===== src/rtl/noc_pkg.sv =====
// Shared constants and types for the 5-port wormhole NoC router.
package noc_pkg;

  localparam int NP     = 5;
  localparam int PW     = $clog2(NP);
  localparam int FLIT_W = 64;

  typedef enum logic [PW-1:0] {
    PORT_N,
    PORT_E,
    PORT_S,
    PORT_W,
    PORT_L
  } port_e;

  typedef enum logic {
    IDLE,
    LOCKED
  } alloc_state_e;

  // Port index arithmetic modulo NP, used for round-robin search and pointer advance.
  function automatic logic [PW-1:0] port_add(input logic [PW-1:0] p, input int unsigned k);
    return PW'((32'(p) + k) % NP);
  endfunction

endpackage


===== src/rtl/noc_sw_alloc_if.sv =====
// Request/grant and output-side signals between the input buffers, the allocator and the crossbar.
interface noc_sw_alloc_if;
  import noc_pkg::*;

  logic [NP-1:0]    req_valid;
  logic [NP*PW-1:0] req_port;
  logic [NP-1:0]    req_tail;
  logic [NP-1:0]    gnt;
  logic [NP-1:0]    credit_in;
  logic [NP-1:0]    out_valid;
  logic [NP*PW-1:0] out_sel;
  logic             err_credit_ovf;
  logic             err_bad_port;

  modport master (
    output req_valid, req_port, req_tail, credit_in,
    input  gnt, out_valid, out_sel, err_credit_ovf, err_bad_port
  );

  modport slave (
    input  req_valid, req_port, req_tail, credit_in,
    output gnt, out_valid, out_sel, err_credit_ovf, err_bad_port
  );

endinterface


===== src/rtl/noc_rr_arb.sv =====
// Round-robin arbiter: first requester at or above ptr, wrapping modulo NP.
module noc_rr_arb
  import noc_pkg::*;
(
  input  logic [NP-1:0] req,
  input  logic [PW-1:0] ptr,
  output logic [NP-1:0] gnt,
  output logic [PW-1:0] idx,
  output logic          any
);

  logic [PW-1:0] cand;

  always_comb begin
    gnt  = '0;
    idx  = '0;
    any  = 1'b0;
    cand = '0;
    for (int k = 0; k < NP; k++) begin
      cand = port_add(ptr, k);
      if (!any && req[cand]) begin
        any       = 1'b1;
        gnt[cand] = 1'b1;
        idx       = cand;
      end
    end
  end

endmodule


===== src/rtl/noc_sw_alloc.sv =====
// Switch allocator: per-output wormhole lock with round-robin allocation and
// downstream credit gating. Drives crossbar selects and input dequeue grants.
module noc_sw_alloc
  import noc_pkg::*;
#(
  parameter  int CREDITS = 4,
  localparam int CW      = $clog2(CREDITS + 1)
) (
  input logic          clk,
  input logic          rst,
  noc_sw_alloc_if.slave bus
);

  logic [PW-1:0] port_of [NP];
  logic [NP-1:0] bad_req;
  logic [NP-1:0] cand [NP];

  logic [NP-1:0] arb_gnt [NP];
  logic [PW-1:0] arb_idx [NP];
  logic [NP-1:0] arb_any;

  alloc_state_e  state_q  [NP], state_d  [NP];
  logic [PW-1:0] owner_q  [NP], owner_d  [NP];
  logic [PW-1:0] rr_q     [NP], rr_d     [NP];
  logic [CW-1:0] credit_q [NP], credit_d [NP];
  logic [NP-1:0] fire;
  logic          err_ovf_q, err_ovf_d;
  logic          err_bad_q, err_bad_d;
  logic [NP-1:0] hits [NP];

  // A request for a nonexistent port can never match any output index, so it never wins.
  always_comb begin
    for (int i = 0; i < NP; i++) begin
      port_of[i] = bus.req_port[i*PW +: PW];
      bad_req[i] = bus.req_valid[i] && (port_of[i] >= PW'(NP));
    end
    for (int o = 0; o < NP; o++) begin
      for (int i = 0; i < NP; i++) begin
        cand[o][i] = bus.req_valid[i] && (port_of[i] == PW'(o));
      end
    end
  end

  for (genvar o = 0; o < NP; o++) begin : g_arb
    noc_rr_arb u_arb (
      .req (cand[o]),
      .ptr (rr_q[o]),
      .gnt (arb_gnt[o]),
      .idx (arb_idx[o]),
      .any (arb_any[o])
    );
  end

  always_ff @(posedge clk) begin
    if (rst) begin
      for (int o = 0; o < NP; o++) begin
        state_q[o]  <= IDLE;
        owner_q[o]  <= '0;
        rr_q[o]     <= '0;
        credit_q[o] <= CW'(CREDITS);
      end
      err_ovf_q <= 1'b0;
      err_bad_q <= 1'b0;
    end else begin
      for (int o = 0; o < NP; o++) begin
        state_q[o]  <= state_d[o];
        owner_q[o]  <= owner_d[o];
        rr_q[o]     <= rr_d[o];
        credit_q[o] <= credit_d[o];
      end
      err_ovf_q <= err_ovf_d;
      err_bad_q <= err_bad_d;
    end
  end

  // Allocation takes a full cycle; a locked output fires only when its owner
  // still points here and a downstream slot is free.
  always_comb begin
    bus.gnt       = '0;
    bus.out_valid = '0;
    bus.out_sel   = '0;
    fire          = '0;
    err_ovf_d     = err_ovf_q;
    err_bad_d     = err_bad_q | (|bad_req);
    for (int o = 0; o < NP; o++) begin
      state_d[o]  = state_q[o];
      owner_d[o]  = owner_q[o];
      rr_d[o]     = rr_q[o];
      credit_d[o] = credit_q[o];
      case (state_q[o])
        IDLE: begin
          if (arb_any[o]) begin
            state_d[o] = LOCKED;
            owner_d[o] = arb_idx[o];
          end
        end
        LOCKED: begin
          fire[o] = bus.req_valid[owner_q[o]] && (port_of[owner_q[o]] == PW'(o)) &&
                    (credit_q[o] != '0);
          bus.out_sel[o*PW +: PW] = owner_q[o];
          if (fire[o]) bus.gnt[owner_q[o]] = 1'b1;
          if (fire[o] && bus.req_tail[owner_q[o]]) begin
            state_d[o] = IDLE;
            rr_d[o]    = port_add(owner_q[o], 1);
          end
        end
      endcase
      bus.out_valid[o] = fire[o];
      if (fire[o] && !bus.credit_in[o]) begin
        credit_d[o] = credit_q[o] - 1'b1;
      end else if (!fire[o] && bus.credit_in[o]) begin
        if (credit_q[o] == CW'(CREDITS)) err_ovf_d = 1'b1;
        else credit_d[o] = credit_q[o] + 1'b1;
      end
    end
  end

  assign bus.err_credit_ovf = err_ovf_q;
  assign bus.err_bad_port   = err_bad_q;

  always_comb begin
    for (int i = 0; i < NP; i++) begin
      for (int o = 0; o < NP; o++) begin
        hits[i][o] = fire[o] && (owner_q[o] == PW'(i));
      end
    end
  end

  for (genvar i = 0; i < NP; i++) begin : g_chk
    a_gnt_per_input: assert property (@(posedge clk) disable iff (rst) $onehot0(hits[i]));
    a_arb_onehot: assert property (@(posedge clk) disable iff (rst)
      $onehot0(arb_gnt[i]) && (arb_any[i] == (|arb_gnt[i])));
  end

  a_gnt_matches_out: assert property (@(posedge clk) disable iff (rst)
    $countones(bus.gnt) == $countones(bus.out_valid));

endmodule


===== src/flat_wrapper.sv =====
// flat-port wrapper written by rule: the top's interface ports become plain ports
module noc_sw_alloc_flat import noc_pkg::*;
#(
  parameter  int CREDITS = 4,
  localparam int CW      = $clog2(CREDITS + 1)
)
  (clk, rst, bus_req_valid, bus_req_port, bus_req_tail, bus_credit_in, bus_gnt, bus_out_valid, bus_out_sel, bus_err_credit_ovf, bus_err_bad_port);
  noc_sw_alloc_if bus_i ();
  input logic clk;
  input logic rst;
  input wire logic [$bits(bus_i.req_valid)-1:0] bus_req_valid;
  input wire logic [$bits(bus_i.req_port)-1:0] bus_req_port;
  input wire logic [$bits(bus_i.req_tail)-1:0] bus_req_tail;
  input wire logic [$bits(bus_i.credit_in)-1:0] bus_credit_in;
  output wire logic [$bits(bus_i.gnt)-1:0] bus_gnt;
  output wire logic [$bits(bus_i.out_valid)-1:0] bus_out_valid;
  output wire logic [$bits(bus_i.out_sel)-1:0] bus_out_sel;
  output wire logic [$bits(bus_i.err_credit_ovf)-1:0] bus_err_credit_ovf;
  output wire logic [$bits(bus_i.err_bad_port)-1:0] bus_err_bad_port;
  assign bus_i.req_valid = bus_req_valid;
  assign bus_i.req_port = bus_req_port;
  assign bus_i.req_tail = bus_req_tail;
  assign bus_i.credit_in = bus_credit_in;
  assign bus_gnt = bus_i.gnt;
  assign bus_out_valid = bus_i.out_valid;
  assign bus_out_sel = bus_i.out_sel;
  assign bus_err_credit_ovf = bus_i.err_credit_ovf;
  assign bus_err_bad_port = bus_i.err_bad_port;
  noc_sw_alloc #(.CREDITS(CREDITS)) u_core (.clk(clk), .rst(rst), .bus(bus_i));
endmodule

===== config.mk =====
export PLATFORM = sky130hd
export DESIGN_NAME = noc_sw_alloc_flat
export DESIGN_NICKNAME = d
export VERILOG_FILES = /design/src/rtl/noc_pkg.sv /design/src/rtl/noc_sw_alloc_if.sv /design/src/rtl/noc_rr_arb.sv /design/src/rtl/noc_sw_alloc.sv /design/src/flat_wrapper.sv
export SDC_FILE = /design/constraint.sdc
export NUM_CORES = 1
export LEC_CHECK = 0
export ABC_AREA = 1
export ABC_CLOCK_PERIOD_IN_PS = 5500
export BUFFER_PORTS_ARGS = -buffer_cell sky130_fd_sc_hd__buf_2
export CORE_UTILIZATION = 50
export DETAILED_ROUTE_END_ITERATION = 7
export PLACE_DENSITY = 0.67
export SYNTH_ARGS = -nofsm -noshare
export SYNTH_HDL_FRONTEND = slang
export SYNTH_SLANG_ARGS = --single-unit

===== constraint.sdc =====
create_clock -name clk -period 5.5 [get_ports clk]
set_input_delay 0.275 -clock clk [delete_from_list [all_inputs] [get_ports clk]]
set_output_delay 0.275 -clock clk [all_outputs]
set_load 0.005 [all_outputs]

==> run summary, run 1 <==
Post-cts sizing count = 0
Detailed-route wire length = 29800 um
Largest net degree at the start of global routing = 27
Area grow syn2layout = 6.34%
DRC errors left = 0
Final worst path period need = 4.46 ns
Hold_sp = bus_req_port[2]
Largest cells by area after synthesis = nand2_1 (16%), ha_1 (16%), inv_1 (12%)
Chip Width = 149 um
Cell taking the most area after synthesis = nand2_1
# hold bufs at CTS = 0
Layout cells sized above 1 = 0.0719
Synth Cell Area = 0.0108 mm^2
Final period util = 0.810
CP Data Arrival Time = 4.69 ns
# setup viols final = 0
Critical Path End Type = register
Outcome = finished, final reports clean
First-pass GRT wire length = 49200 um
RSZ-0062 raised after global routing = no
Cells after Synth = 1879
Htree depth = 2
Worst hold margin = 0.338 ns
Final Hold Fails = 0
Multi-input gate area = 0.00831 mm^2
Synthesis warning total = 0
Leading cell type in the layout, fill and taps excluded = nand2_1
Fin nets = 2095
CTS root buf = clkbuf_16
Total negative slack = 0 ns
Top-area cell type share of the netlist area = 0.164
Pre-CTS setup slack = 1.08 ns
Design Area, Final = 0.0115 mm^2
Core Footprint = 0.0211 mm^2
Post-synth cell types = 56
Pwr dens = 211 mW/mm^2
Number of synthesized flops with an enable pin = 0
Rows = 53
Dpl cell area = 0.0113 mm^2
Register area = 0.00104 mm^2
Iter 0 DRT Violations = 698
Synthesized area per cell = 5.75 um^2
Post-CTS setup buffers = 0
Syn nets = 2055
Number of routed nets with antenna violations = 0
GP Congestion = 0.974
Final worst slack = 1.04 ns
Critical path's most frequent cell = nand2_1
Max Freq = 224 MHz
CP Launch Type = register
Clk_lat worst skew = 0.30 ns
Drt pass-1 iters = 7
Max-Cap Viols = 0
Number of I/O port buffers = 58
I/O Pins = 59
Routed vias/inst = 5.31
Setup Skew = 0.00635 ns
Worst Setup SP = u_core.rr_q[2][0]
Total grt overflow = 0
Max IR drop VDD = 0.000105 V
Setup Crit Path Kind = register to register
Most frequent cells in the layout = nand2_1 (472), inv_1 (334), nor2_1 (174)
CP max FO = 14
Clock transition at path regs = 0.07 ns
Reg-to-Reg Start = u_core.rr_q[2][0]
Die ar. = 0.0222 mm^2
Yosys reg bits = 52
Number of global-route vias before repair = 10500
P_leak = 6.16 nW
Max stage delay on crit path = 0.65 ns
Req. time, crit path = 5.73 ns
Die height = 149 um
Synth Flop Type = dfxtp_1
CTS tree = yes
FILL cells = 2201
Clock tree buffer depth = 2
Total power = 2.42 mW
HP Class = input pin to register
Initial Util = 0.512
Hpwl dp = 24600 um
Clock sinks = 52
Drt wl/cell = 13.6 um
Max Slew Vio Count = 0
Tot GR Track Use = 0.271
CP max stage cell = dfxtp_1
DR vias = 11700
Relative slew margins = 0.392
Worst-Margin Slew = 0.910 ns
Ys async rst share = 0
Initial antenna violation count = 3
Seq/Total Area, Yosys = 0.0964
CTS Buf Count = 5
[logic make-up (layout without fill, tap and decap cells)]
group                      count (synthesis)  after routing  synth area share
buffers and inverters                    378            419             0.133
other                                      0              3                 0
adders and majority gates                144            144             0.172
muxes                                      1              1          0.000927
and+or+nand+nor                          932            932             0.377
DFF                                       52             52            0.0964
AOI/OAI and AO/OA                        320            320             0.174
xor gates and xnor gates                  52             52            0.0464
[sequential cells by signal (all words and copies together), names as in the netlist]
| signal | cells |
|---|---|
| u_core.credit_q | 15 |
| u_core.owner_q | 15 |
| u_core.rr_q | 15 |
| u_core.state_q | 5 |
| u_core.bus.err_bad_port | 1 |
| u_core.bus.err_credit_ovf | 1 |
[worst max-delay path: cells and delay by family (launching register included)]
kind / cells / cell delay, ns
AND/OR/NAND/NOR: 13 / 1.39
adder cells (fa/ha/maj): 4 / 0.91
buffers and inverters: 6 / 0.85
flip-flops: 1 / 0.65
AO/OA/AOI/OAI: 2 / 0.42
XOR/XNOR: 1 / 0.18
[metrics by stage]
step / cells / utilization
2_1_floorplan: 1879 / -
3_3_place_gp: 2187 / 0.537
3_5_place_dp: 2187 / 0.537
4_1_cts: 2195 / 0.544
5_1_grt: 2197 / 0.544
6_report: 2198 / 0.544
[final timing paths]
check | to | slack, ns | cells after the start
max | u_core.owner_q[2][0] | 1.04 | 26
min reg2reg | u_core.credit_q[0][3] | 0.46 | 1
max reg2reg | u_core.owner_q[2][0] | 1.04 | 26
min | u_core.bus.err_bad_port | 0.34 | 3
[per-layer routing]
metal	wire length [um]	part of all wire	GRT usage
met1	14000	0.47	0.352
met2	13600	0.46	0.458
met3	1330	0.045	0.0287
met4	891	0.030	0.106
met5	0	0	0
[report_power, final]
group	internal (mW)	leakage [nW]	total, mW	switching, mW
sequential	0.442	0.424	0.549	0.107
clock	0.182	0.0712	0.325	0.143
combinational	0.538	5.66	1.55	1.01
total	1.16	6.16	2.42	1.26
[synthesized netlist by cell type, types with 2 or more instances]
| cell | count |
|---|---|
| o22ai_1 | 9 |
| clkinv_1 | 4 |
| xor2_1 | 34 |
| o2111ai_1 | 4 |
| nor2_2 | 3 |
| inv_2 | 12 |
| o31ai_1 | 6 |
| nand2_1 | 472 |
| a21oi_2 | 3 |
| nor2_4 | 7 |
| nand3_1 | 152 |
| xnor2_2 | 2 |
| o21a_1 | 6 |
| o21bai_1 | 7 |
| nand3_2 | 5 |
| o41ai_1 | 2 |
| nor4_1 | 6 |
| o211ai_1 | 19 |
| clkbuf_1 | 18 |
| nor3_1 | 26 |
| a22oi_1 | 4 |
| xnor2_1 | 12 |
| a21oi_1 | 82 |
| xor2_2 | 4 |
| a211oi_1 | 7 |
| o21ai_0 | 100 |
| o21ai_1 | 35 |
| nor2_1 | 174 |
| a2111oi_0 | 2 |
| inv_1 | 334 |
| nand4_1 | 38 |
| o221ai_1 | 2 |
| buf_2 | 8 |
| a31oi_1 | 16 |
| fa_1 | 7 |
| nand2_2 | 14 |
| dfxtp_1 | 52 |
| a221oi_1 | 6 |
| o32ai_1 | 2 |
| nand3b_1 | 16 |
| or2_2 | 15 |
| o22ai_2 | 2 |
| ha_1 | 137 |
[area by class of cell]
class,instances,share of cell area
repair buffers,61,0.0272
diodes,3,0.000654
inverters,350,0.114
flip-flops and latches,52,0.0907
multi-input cells,1449,0.724
well taps,275,0.0300
clock buffers,8,0.0128
No activity file was read; power rests on OpenSTA's default activity.
==> inputs of run 2 (changes only) <==
ABC_AREA = 0   (was 1)
ABC_CLOCK_PERIOD_IN_PS = 4400   (was 5500)
clock period = 4.4 ns   (was 5.5 ns; I/O delays follow)
==> run 2 against run 1 <==
Against the previous run:
- via count increased by 3.4%
- flip-flop and latch count did not move
- critical path depth down 11
- sequential power grew 25%
- non-clock buffer count increased by 64
- clock power is 29% higher
- first-iteration DRC count is 45% higher
- worst setup slack worse by 0.75 ns
- combinational power is 15% higher
- critical endpoint is now u_core.owner_q[0][0]
==> run summary, run 2 <==
Setup Skew = 0.00986 ns (+0.00351 ns)
Ys async rst share = 0 (unchanged)
CTS root buf = clkbuf_16
# hold bufs at CTS = 0 (unchanged)
Synth Cell Area = 0.0116 mm^2 (+7.4%)
Syn nets = 1772 (-14%)
Total negative slack = 0 ns (unchanged)
CTS tree = yes
Synthesis warning total = 0 (unchanged)
FILL cells = 2191 (-0.45%)
Synthesized area per cell = 7.26 um^2 (+26%)
CP Launch Type = register
# setup viols final = 0 (unchanged)
Final period util = 0.933 (+0.123)
Layout cells sized above 1 = 0.141 (+0.0687)
Leading cell type in the layout, fill and taps excluded = nor2_1
P_leak = 5.51 nW (-10%)
DR vias = 12100 (+3.4%)
Worst Reg-to-Reg Cells = 15 (-42%)
Worst hold margin = 0.307 ns (-0.0313 ns)
Non-Filler Instances = 1942 (-12%)
GP Congestion = 0.932 (-4.4%)
Drt wl/cell = 17.2 um (+27%)
Critical Path End Type = register
Clock sinks = 52 (unchanged)
Rows = 55 (+3.8%)
Max IR drop VDD = 0.000242 V (+130%)
Chip Width = 154 um (+3.6%)
CP Data Arrival Time = 4.33 ns (-0.36 ns)
Die ar. = 0.0238 mm^2 (+7.3%)
Cells after Synth = 1596 (-15%)
Final worst path period need = 4.11 ns (-0.349 ns)
Iter 0 DRT Violations = 1009 (+45%)
Setup Crit Path Kind = register to register
Hold path depth = 3 (unchanged)
Yosys reg bits = 52 (unchanged)
Area grow syn2layout = 9.68%
Relative slew margins = 0.390 (-0.00268)
Synth Flop Type = dfxtp_1
Most common library cells after synthesis = nor2_1 (139), ha_1 (137), inv_1 (134)
Initial Util = 0.511 (-0.00140)
Cell taking the most area after synthesis = ha_1
CTS Buf Count = 5 (unchanged)
Core Footprint = 0.0227 mm^2 (+7.7%)
Design Area, Final = 0.0127 mm^2 (+11%)
Dpl cell area = 0.0123 mm^2 (+9.0%)
DRC errors left = 0 (unchanged)
Outcome = finished, final reports clean
RSZ-0062 raised after global routing = no
Total power = 2.90 mW (+20%)
CP max FO = 12 (-2)
Hpwl dp = 26000 um (+6.0%)
Largest net degree at the start of global routing = 27 (unchanged)
I/O Pins = 59 (unchanged)
HP Class = input pin to register
Largest cells by area after synthesis = ha_1 (15%), dfxtp_1 (9.0%), mux2i_1 (5.3%)
Number of global-route vias before repair = 10800 (+3.2%)
Req. time, crit path = 4.63 ns (-1.10 ns)
Detailed-route wire length = 33300 um (+12%)
Top-count cell post-synth = nor2_1
N_diodes = 0 (-3)
Number of routed nets with antenna violations = 0 (unchanged)
Clock tree buffer depth = 2 (unchanged)
Register area = 0.00104 mm^2 (+0.12%)
Worst-Margin Slew = 0.909 ns (-0.00173 ns)
Top-area cell type share of the netlist area = 0.148 (-0.0163)
Multi-input gate area = 0.00984 mm^2 (+18%)
Fin nets = 1832 (-13%)
Initial antenna violation count = 1 (-2)
Largest regs = u_core.credit_q: 15 flops, u_core.owner_q: 15 flops, u_core.rr_q: 15 flops
Number of I/O port buffers = 58 (unchanged)
Seq/Total Area, Yosys = 0.0898 (-0.00664)
Max Freq = 243 MHz (+8.5%)
Die height = 154 um (+3.6%)
Clk_lat worst skew = 0.31 ns (about the same)
Clock transition at path regs = 0.08 ns (about the same)
Most frequent cells in the layout = nor2_1 (136), ha_1 (135), inv_1 (133)
Number of synthesized flops with an enable pin = 0 (unchanged)
Tot GR Track Use = 0.273 (+0.00202)
Drt pass-1 iters = 7 (unchanged)
Htree depth = 2 (unchanged)
Final Hold Fails = 0 (unchanged)
Post-synth cell types = 108 (+93%)
Max Slew Vio Count = 0 (unchanged)
Max-Cap Viols = 0 (unchanged)
Placed cells = 1919 (-12%)
Total grt overflow = 0 (unchanged)
First-pass GRT wire length = 54000 um (+9.8%)
Pwr dens = 228 mW/mm^2 (+7.9%)
Routed vias/inst = 6.21 (+17%)
-- run 2: power breakdown --
part / switching (mW) / internal, mW
logic: 1.04 / 0.752
registers: 0.157 / 0.527
clock network: 0.191 / 0.228
-- run 2: path summary, 6_finish.rpt --
path,slack (ns),end,start
hold reg to reg,0.52,u_core.credit_q[0][6],u_core.credit_q[0][6]
setup reg to reg,0.29,u_core.owner_q[0][0],u_core.rr_q[0][2]
setup / recovery,0.29,u_core.owner_q[0][0],u_core.rr_q[0][2]
hold / removal,0.31,u_core.bus.err_bad_port,bus_req_valid[0]
-- run 2: final cells by class --
type | instances | area share
Timing Repair Buffer | 125 | 0.0624
Multi-Input combinational cell | 1331 | 0.774
Inverter | 141 | 0.0419
Clock buffer | 8 | 0.0115
Tap cell | 285 | 0.0280
Sequential cell | 52 | 0.0820
-- run 2: through the flow --
stage | util | worst slack (ns)
after global placement | 0.543 | 0.145
final | 0.560 | 0.293
after CTS | 0.550 | 0.0288
after global routing | 0.560 | 0.00477
after floorplan | - | 0.0105
after detailed placement | 0.543 | 0.0158
-- run 2: kinds of logic after synthesis --
group                    after synthesis  synth area share
AO/OA/AOI/OAI                        440             0.266
XOR/XNOR                              65            0.0530
adder cells (fa/ha/maj)              145             0.161
buffers and inverters                213            0.0721
flip-flops                            52            0.0898
multiplexers                          86            0.0870
AND/OR/NAND/NOR                      595             0.271
-- run 2: worst max-delay path, cell delays in order (launching register included) --
cell	delay, ns
dfxtp_1	0.42
buf_4	0.23
inv_1	0.06
ha_1	0.35
o21ai_1	0.31
nand2_1	0.13
xnor2_1	0.17
ha_1	0.25
nor2b_1	0.15
o21ai_1	0.20
mux2i_1	0.33
nor2_1	0.09
a211oi_2	0.45
nand3b_1	0.25
or4_1	0.52
o2111ai_1	0.10
-- run 2: repair_timing --
item	4_1_cts	5_1_grt
resized for setup	0	25
setup buffers	0	15
endpoints found under the setup margin	0	17
-- run 2: layer usage --
metal	track usage	vias to the layer above	part of all wire
met2	0.457	396	0.46
met5	0	-	0.00024
li1	-	5970	-
met1	0.373	5652	0.45
met3	0.0403	40	0.073
met4	0.0547	2	0.013
